--- src/rtl/m_scan_mux.sv ---
// m_scan_mux: registered N-channel AND-OR mux with auto-scan sequencer.
// Optional freeze input enabled by defining SCANMUX_HOLD_EN.
module m_scan_mux #(
  parameter  int CHANNELS = 4,
  parameter  int WIDTH    = 8,
  parameter  int DWELL_W  = 4,
  localparam int CW       = $clog2(CHANNELS)
) (
  input  logic                      clk,
  input  logic                      reset,
  input  logic                      mode,
  input  logic [CHANNELS-1:0]       gate,
  input  logic [CHANNELS*WIDTH-1:0] din,
  input  logic [DWELL_W-1:0]        dwell,
  input  logic                      start,
`ifdef SCANMUX_HOLD_EN
  input  logic                      hold,
`endif
  output logic [WIDTH-1:0]          z,
  output logic [CW-1:0]             chan,
  output logic                      strobe,
  output logic                      sweep_done
);

  typedef enum logic {
    IDLE = 1'b0,
    SCAN = 1'b1
  } state_t;

  localparam logic [CW-1:0] LAST = CW'(CHANNELS - 1);

  state_t state, state_n;

  logic [WIDTH-1:0]   z_n;
  logic [WIDTH-1:0]   manual;
  logic [WIDTH-1:0]   scan_word;
  logic [CW-1:0]      chan_n;
  logic [DWELL_W-1:0] cnt, cnt_n;
  logic               first, first_n;
  logic               wrap, wrap_n;
  logic               strobe_n;
  logic               sweep_done_n;
  logic               freeze;
  logic               last;

`ifdef SCANMUX_HOLD_EN
  assign freeze = hold;
`else
  assign freeze = 1'b0;
`endif

  assign last = (chan == LAST);

  // AND-OR gate: bitwise OR of every gated channel word
  always_comb begin
    manual = '0;
    for (int i = 0; i < CHANNELS; i++) begin
      if (gate[i]) begin
        manual = manual | din[i*WIDTH +: WIDTH];
      end
    end
  end

  // word of the channel currently being scanned
  always_comb begin
    scan_word = din[int'(chan)*WIDTH +: WIDTH];
  end

  // next-state and next-output logic; freeze keeps all state
  always_comb begin
    state_n      = state;
    z_n          = z;
    chan_n       = chan;
    cnt_n        = cnt;
    first_n      = first;
    wrap_n       = wrap;
    strobe_n     = 1'b0;
    sweep_done_n = 1'b0;
    if (!freeze) begin
      unique case (state)
        IDLE: begin
          chan_n  = '0;
          first_n = 1'b0;
          wrap_n  = 1'b0;
          if (mode) begin
            state_n = SCAN;
            cnt_n   = dwell;
            first_n = 1'b1;
          end else begin
            z_n = manual;
          end
        end
        SCAN: begin
          if (!mode) begin
            state_n = IDLE;
            chan_n  = '0;
            first_n = 1'b0;
            wrap_n  = 1'b0;
            z_n     = manual;
          end else begin
            z_n          = scan_word;
            strobe_n     = first;
            sweep_done_n = first & wrap;
            first_n      = 1'b0;
            wrap_n       = 1'b0;
            if (start) begin
              chan_n  = '0;
              cnt_n   = dwell;
              first_n = 1'b1;
            end else if (cnt == '0) begin
              chan_n  = last ? '0 : chan + 1'b1;
              cnt_n   = dwell;
              first_n = 1'b1;
              wrap_n  = last;
            end else begin
              cnt_n = cnt - 1'b1;
            end
          end
        end
        default: begin
          state_n = IDLE;
        end
      endcase
    end
  end

  // state and output registers with synchronous reset
  always_ff @(posedge clk) begin
    if (reset) begin
      state      <= IDLE;
      z          <= '0;
      chan       <= '0;
      cnt        <= '0;
      first      <= 1'b0;
      wrap       <= 1'b0;
      strobe     <= 1'b0;
      sweep_done <= 1'b0;
    end else begin
      state      <= state_n;
      z          <= z_n;
      chan       <= chan_n;
      cnt        <= cnt_n;
      first      <= first_n;
      wrap       <= wrap_n;
      strobe     <= strobe_n;
      sweep_done <= sweep_done_n;
    end
  end

endmodule

--- config.mk ---
export PLATFORM = sky130hd
export DESIGN_NAME = m_scan_mux
export DESIGN_NICKNAME = d
export VERILOG_FILES = /design/src/rtl/m_scan_mux.sv
export SDC_FILE = /design/constraint.sdc
export NUM_CORES = 1
export LEC_CHECK = 0
export CAP_MARGIN = 15
export CORE_UTILIZATION = 39
export CTS_CLUSTER_DIAMETER = 30
export DETAILED_ROUTE_END_ITERATION = 6
export PLACE_DENSITY = 0.77
export SLEW_MARGIN = 30
export SYNTH_ARGS = -nofsm -noshare
export SYNTH_HDL_FRONTEND = slang
export SYNTH_SLANG_ARGS = --single-unit
--- constraint.sdc ---
create_clock -name clk -period 1.44 [get_ports clk]
set_input_delay 0.288 -clock clk [delete_from_list [all_inputs] [get_ports clk]]
set_output_delay 0.288 -clock clk [all_outputs]
set_load 0.1 [all_outputs]
==> results.toml, run 1 <==
[synth]
async_flop_share = 0
synth_area_leaders = "dfxtp_1 28%, a211oi_2 8.3%, mux2i_1 8.2%"
ys_types = 33
syn_inst = 138
ys_seq_area_frac = 0.282
synth_largest_area_cell = "dfxtp_1"
synth-seq-cells = 19
avgSynthCellArea_um2 = 9.77
ys_top_cells_by_count = "19 x dfxtp_1, 12 x inv_1, 11 x a31oi_1, 11 x mux2i_1"
ys.warnings.count = 0
synth_top_area_frac = 0.282
synthFlopType = "dfxtp_1"
synthesis.nets = 184
syn_area_mm2 = 0.00135
synth_most_common_cell = "dfxtp_1"
synth_edf_count = 0

[critical_path]
timing.critical_path.to_type = "output port"
r2r_start = "cnt[1]"
timing.rr.end = "cnt[3]"
crit_type = "flop to output port"
critPathMaxFanout = 20
r2r_cells = 6
required_ps = 1150
rrSetupSlack_ps = 80
cpPeakStageDelay_ps = 550
path_buf_inv = 1
slowest_stage = "dfxtp_4"
critPathTopFamily = "flip-flops"
critical_path_arrival_ps = 1070
critPathLaunchType = "flop"
path_cells = "buf_12"

[clock_tree]
cts.path.max_buffers = 2
cts_tree = "done"
clk-insertion-delay-late_ps = 300
numClockSinks = 19
root_buffer = "clkbuf_4"
h-tree-depth = 1
numCtsBuffers = 3
cts_hold_buf = 0
path_clk_slew_ps = 120

[power]
p_leak_nw = 0.773
vdd_drop_max_v = 0.000414
power_density_mw_per_mm2 = 721

[sta]
setup_viol = 0
max_freq_mhz = 737
final_hold_viol_count = 0
maxSlewHeadroom = 0.740
worst_pin_slew_ps = 390
holdWs_ps = 446
finalCritPeriodShare = 0.942
slew_violations = 0
rsz0062_at_grt = "false"
finClkSkew_ps = 1.78
fin_crit_ps = 1360

[global_routing]
grt_max_degree = 21
antenna_found_initial = 0
gr-usage-all-layers = 0.232
grt-ovfl-total = 0
grt_pass1_vias = 1461
grt_pass1_wl_um = 6380

[drt]
num_vias = 1371
vias_per_cell = 5.74
wire_per_inst_um = 16.6
drcViolationCount = 0
ant_nets = 0
drt-initial-drc-count = 84
postRouteWirelength_um = 3970
dr.pass1.iters = 6

[finish]
final_util = 0.660
num_antenna_cells = 0
area_growth_pct = 55.5
drive_gt1_frac = 0.349
fin_nets = 242

[floorplan]
die_y_um = 60.8
die_width_um = 60.8
row_count = 20
design.die.area_mm2 = 0.00370
core_area_mm2 = 0.00318
pin_count = 56
start_util = 0.424

[place]
post-dp-hpwl_um = 3040
gp_congestion = 0.824
numPortBuffers = 55

[min_path]
hp-class = "flop to flop"
min-delay-start = "wrap"
min_to = "sweep_done"
min_delay_path_depth = 1

[flow_run]
maxCapViolations = 0

[status]
status = "completed"
sequential cells by signal, summed over array words and instances (netlist names):
signal      count
chan            2
cnt             4
first           1
state           1
strobe          1
sweep_done      1
wrap            1
z               8
cell type report:
class | count | area [um2]
Clock buffer | 3 | 22.5
Clock inverter | 1 | 5.00
Fill cell | 269 | 1080
Inverter | 12 | 45.0
Multi-Input combinational cell | 93 | 805
Sequential cell | 19 | 400
Tap cell | 44 | 55.1
Timing Repair Buffer | 67 | 764
cell families (layout without fill, tap and decap cells):
family,after synthesis,count (layout),synth area share
multiplexers,19,19,0.148
adder cells (fa/ha/maj),2,2,0.0185
flip-flops,19,19,0.282
AND/OR/NAND/NOR,25,25,0.123
buffers and inverters,26,83,0.133
AO/OA/AOI/OAI,47,47,0.295
where the power goes:
part	switching, W	leakage, nW	internal, W
clock	0.000180	0.0177	0.000103
sequential	0.0000387	0.161	0.000559
combinational	0.000319	0.594	0.000311
worst max-delay path by stage:
stage | startpoint | to | cells past startpoint
final | chan[0] | chan[0] | 1
after global routing | chan[0] | z[2] | 3
after CTS | cnt[0] | cnt[0] | 6
after detailed placement | gate[0] | z[2] | 3
after floorplan | chan[0] | z[2] | 6
after global placement | gate[0] | z[0] | 3
metal layers:
metal  track usage  part of all wire
met5             0                 0
met4        0.0877             0.018
met3        0.0235             0.059
met2         0.446              0.53
met1         0.261              0.39
timing repair:
| action | 4_1_cts | 5_1_grt |
|---|---|---|
| endpoints found under the setup margin | 3 | 5 |
| resized for setup | 3 | 5 |
| pin swaps | 0 | 4 |
| setup buffers | 1 | 1 |
through the flow:
stage	power (W)	TNS, ps	cell area (um2)	instances	setup slack (ps)
floorplan	0.000948	-325	1370	138	-41.1
global placement	0.00120	-738	2030	233	-83.4
detailed placement	0.00122	-1590	2030	233	-181
CTS	0.00151	0	2070	238	13.0
global route	0.00158	0	2100	239	2.24
finish	0.00151	0	2100	239	83.3
cells in the final DEF (no fill, tap or decap), types with 2 or more instances in the layout:
cell type / instances
inv_1: 10
nor2_1: 6
nand2b_4: 2
buf_4: 11
a222oi_1: 8
dfxtp_2: 10
a31oi_1: 11
nand3_1: 2
mux2_2: 8
a21oi_1: 8
clkbuf_4: 3
nor3_1: 2
dfxtp_1: 7
nand2b_1: 2
o221ai_1: 9
inv_2: 2
buf_12: 12
dfxtp_4: 2
clkdlybuf4s50_1: 43
a211oi_2: 9
mux2i_1: 11
No activity file was read; power rests on OpenSTA's default activity.
==> run 2: changes to the inputs <==
--- a/config.mk
+++ b/config.mk
@@ -6,10 +6,11 @@
 export NUM_CORES = 1
 export LEC_CHECK = 0
 export CAP_MARGIN = 15
-export CORE_UTILIZATION = 39
+export CORE_UTILIZATION = 43
 export CTS_CLUSTER_DIAMETER = 30
 export DETAILED_ROUTE_END_ITERATION = 6
-export PLACE_DENSITY = 0.77
+export GPL_ROUTABILITY_DRIVEN = 0
+export PLACE_DENSITY = 0.8
 export SLEW_MARGIN = 30
 export SYNTH_ARGS = -nofsm -noshare
 export SYNTH_HDL_FRONTEND = slang
==> constraint.sdc (replaced) <==
create_clock -name clk -period 1.4 [get_ports clk]
set_input_delay 0.28 -clock clk [delete_from_list [all_inputs] [get_ports clk]]
set_output_delay 0.28 -clock clk [all_outputs]
set_load 0.1 [all_outputs]
==> run 2 against run 1 <==
Sequential share of layout area decreased by 0.44 points; count of clock-buffer cells in the layout unchanged; clock power rose by 3%; global-route usage up 2.5 points; non-clock buffer count up 7; clock skew is 6.3 ps higher; die area down 9.0%; final area increased by 2.7%; power up 4.2%; critical path depth grew 5; largest power group unchanged; sequential power up 2%; the flow now finishes with violations (DRC).
==> results.toml, run 2 (synthesis results as in run 1) <==
[status]
status = "finished with violations"
failed_checks = "DRC"

[floorplan]
design.die.area_mm2 = 0.00336
core_area_mm2 = 0.00285
die_y_um = 58.0
row_count = 19
pin_count = 56
start_util = 0.473
die_width_um = 58.0

[critical_path]
timing.critical_path.to_type = "flop"
path_cells = "inv_2 -> ha_4 -> nor3b_4 -> or2_4 -> a31oi_1 -> a31oi_1"
cpPeakStageDelay_ps = 360
critical_path_arrival_ps = 1560
path_buf_inv = 1
slowest_stage = "dfxtp_2"
required_ps = 1590
critPathLaunchType = "flop"
critPathMaxFanout = 4
crit_type = "flop to flop"
crit_top_cell = "a31oi_1"
critPathTopFamily = "simple AND/OR/NAND/NOR gates"

[power]
p_clk_frac = 0.186
combinationalPowerShare = 0.427
seq_power_share = 0.387
p_leak_nw = 0.814
power_density_mw_per_mm2 = 731
intPower_w = 0.00101
vdd_drop_max_v = 0.000560
p_switching_w = 0.000561
p_sw_frac = 0.356
finalPower_w = 0.00158

[drt]
dr.pass1.iters = 7
vias_per_cell = 6.08
ant_nets = 0
num_vias = 1416
wl_met2_um = 2230
top_layer_used = "met4"
drcViolationCount = 4
drt-initial-drc-count = 99
postRouteWirelength_um = 4240
wl_met3_um = 231
wire_per_inst_um = 18.2
wl_met1_um = 1720

[sta]
final_hold_viol_count = 0
worst_pin_slew_ps = 382
finClkSkew_ps = 8.13
finalCritPeriodShare = 0.979
max_freq_mhz = 729
maxSlewHeadroom = 0.745
fin_setup_tns_ps = 0
fin_crit_ps = 1370
fin_ws_ps = 29.2
rsz0062_at_grt = "true"
slew_violations = 0
setup_viol = 0

[clock_tree]
numCtsBuffers = 3
h-tree-depth = 1
cts.path.max_buffers = 2
path_clk_slew_ps = 120
clk-insertion-delay-late_ps = 300
root_buffer = "clkbuf_4"
cts_tree = "done"
numClockSinks = 19

[global_routing]
grt-ovfl-total = 0
grt_pass1_vias = 1445
grt_pass1_wl_um = 6720
antenna_found_initial = 0
gr-usage-all-layers = 0.257
grt_max_degree = 21

[finish]
regMostFlops = "z"
fin_nets = 249
num_antenna_cells = 0
area_growth_pct = 59.6
stdcell_count = 233
final_util = 0.755
final_common_cell = "clkdlybuf4s50_1"
largestRegisters = "z: 8 flops, cnt: 4 flops, chan: 2 flops"
most-common-layout-cells = "43 x clkdlybuf4s50_1, 16 x buf_4, 13 x buf_12"
fillers = 212
drive_gt1_frac = 0.376
largest_register_ffs = 8

[place]
post-dp-hpwl_um = 3100
place_ws_ps = -179
numPortBuffers = 55
dp.cells = 223

[min_path]
hp-class = "flop to flop"

[flow_run]
maxCapViolations = 0
==> run 2: changes by cell type in the layout (fill, tap and decap cells not counted), sizes merged <==
| cell | change |
|---|---|
| buf | +6 |
| clkbuf | +1 |
==> run 2: what timing repair did <==
item	CTS	global route
setup endpoints to repair	4	11
gates resized for setup	2	7
pin swaps	0	3
hold buffers	0	0
buffers inserted	0	6
==> run 2: area by class of cell <==
type                            instances  area, um2  share of cell area
Timing Repair Buffer                   74        836               0.388
Clock inverter                          1       5.00             0.00232
Sequential cell                        19        402               0.187
Clock buffer                            3       22.5              0.0105
Multi-Input combinational cell         93        805               0.374
Inverter                               12       45.0              0.0209
Tap cell                               31       38.8              0.0180
==> run 2: path summary, 6_finish.rpt <==
kind	start	end	slack, ps	depth (start not counted)
max	cnt[0]	cnt[3]	30	6
min	wrap	sweep_done	440	1
max reg2reg	cnt[0]	cnt[3]	30	6
min reg2reg	wrap	sweep_done	440	1
==> run 2: worst register-to-register path, stage by stage (launching register included) <==
cell and delay, ps:
dfxtp_2 360, inv_2 50, ha_4 160, nor3b_4 160, or2_4 270, a31oi_1 160, a31oi_1 100
==> run 2: per-stage QoR <==
step | cell area [um2] | hold slack [ps]
2_1_floorplan | 1370 | 337
3_3_place_gp | 2050 | 410
3_5_place_dp | 2050 | 420
4_1_cts | 2080 | 447
5_1_grt | 2150 | 464
6_report | 2150 | 445
==> run 2: power groups by stage <==
stage	Combinational, W	Sequential [W]	Clock, W
floorplan	0.000220	0.000755	0
global placement	0.000625	0.000622	0
detailed placement	0.000642	0.000623	0
CTS	0.000645	0.000611	0.000292
global route	0.000706	0.000615	0.000326
finish	0.000673	0.000610	0.000292
==> run 2: layer usage <==
layer,vias up,GRT usage
met5,-,0
met4,0,0.0952
met3,8,0.0335
met2,65,0.465
met1,675,0.309
li1,668,-
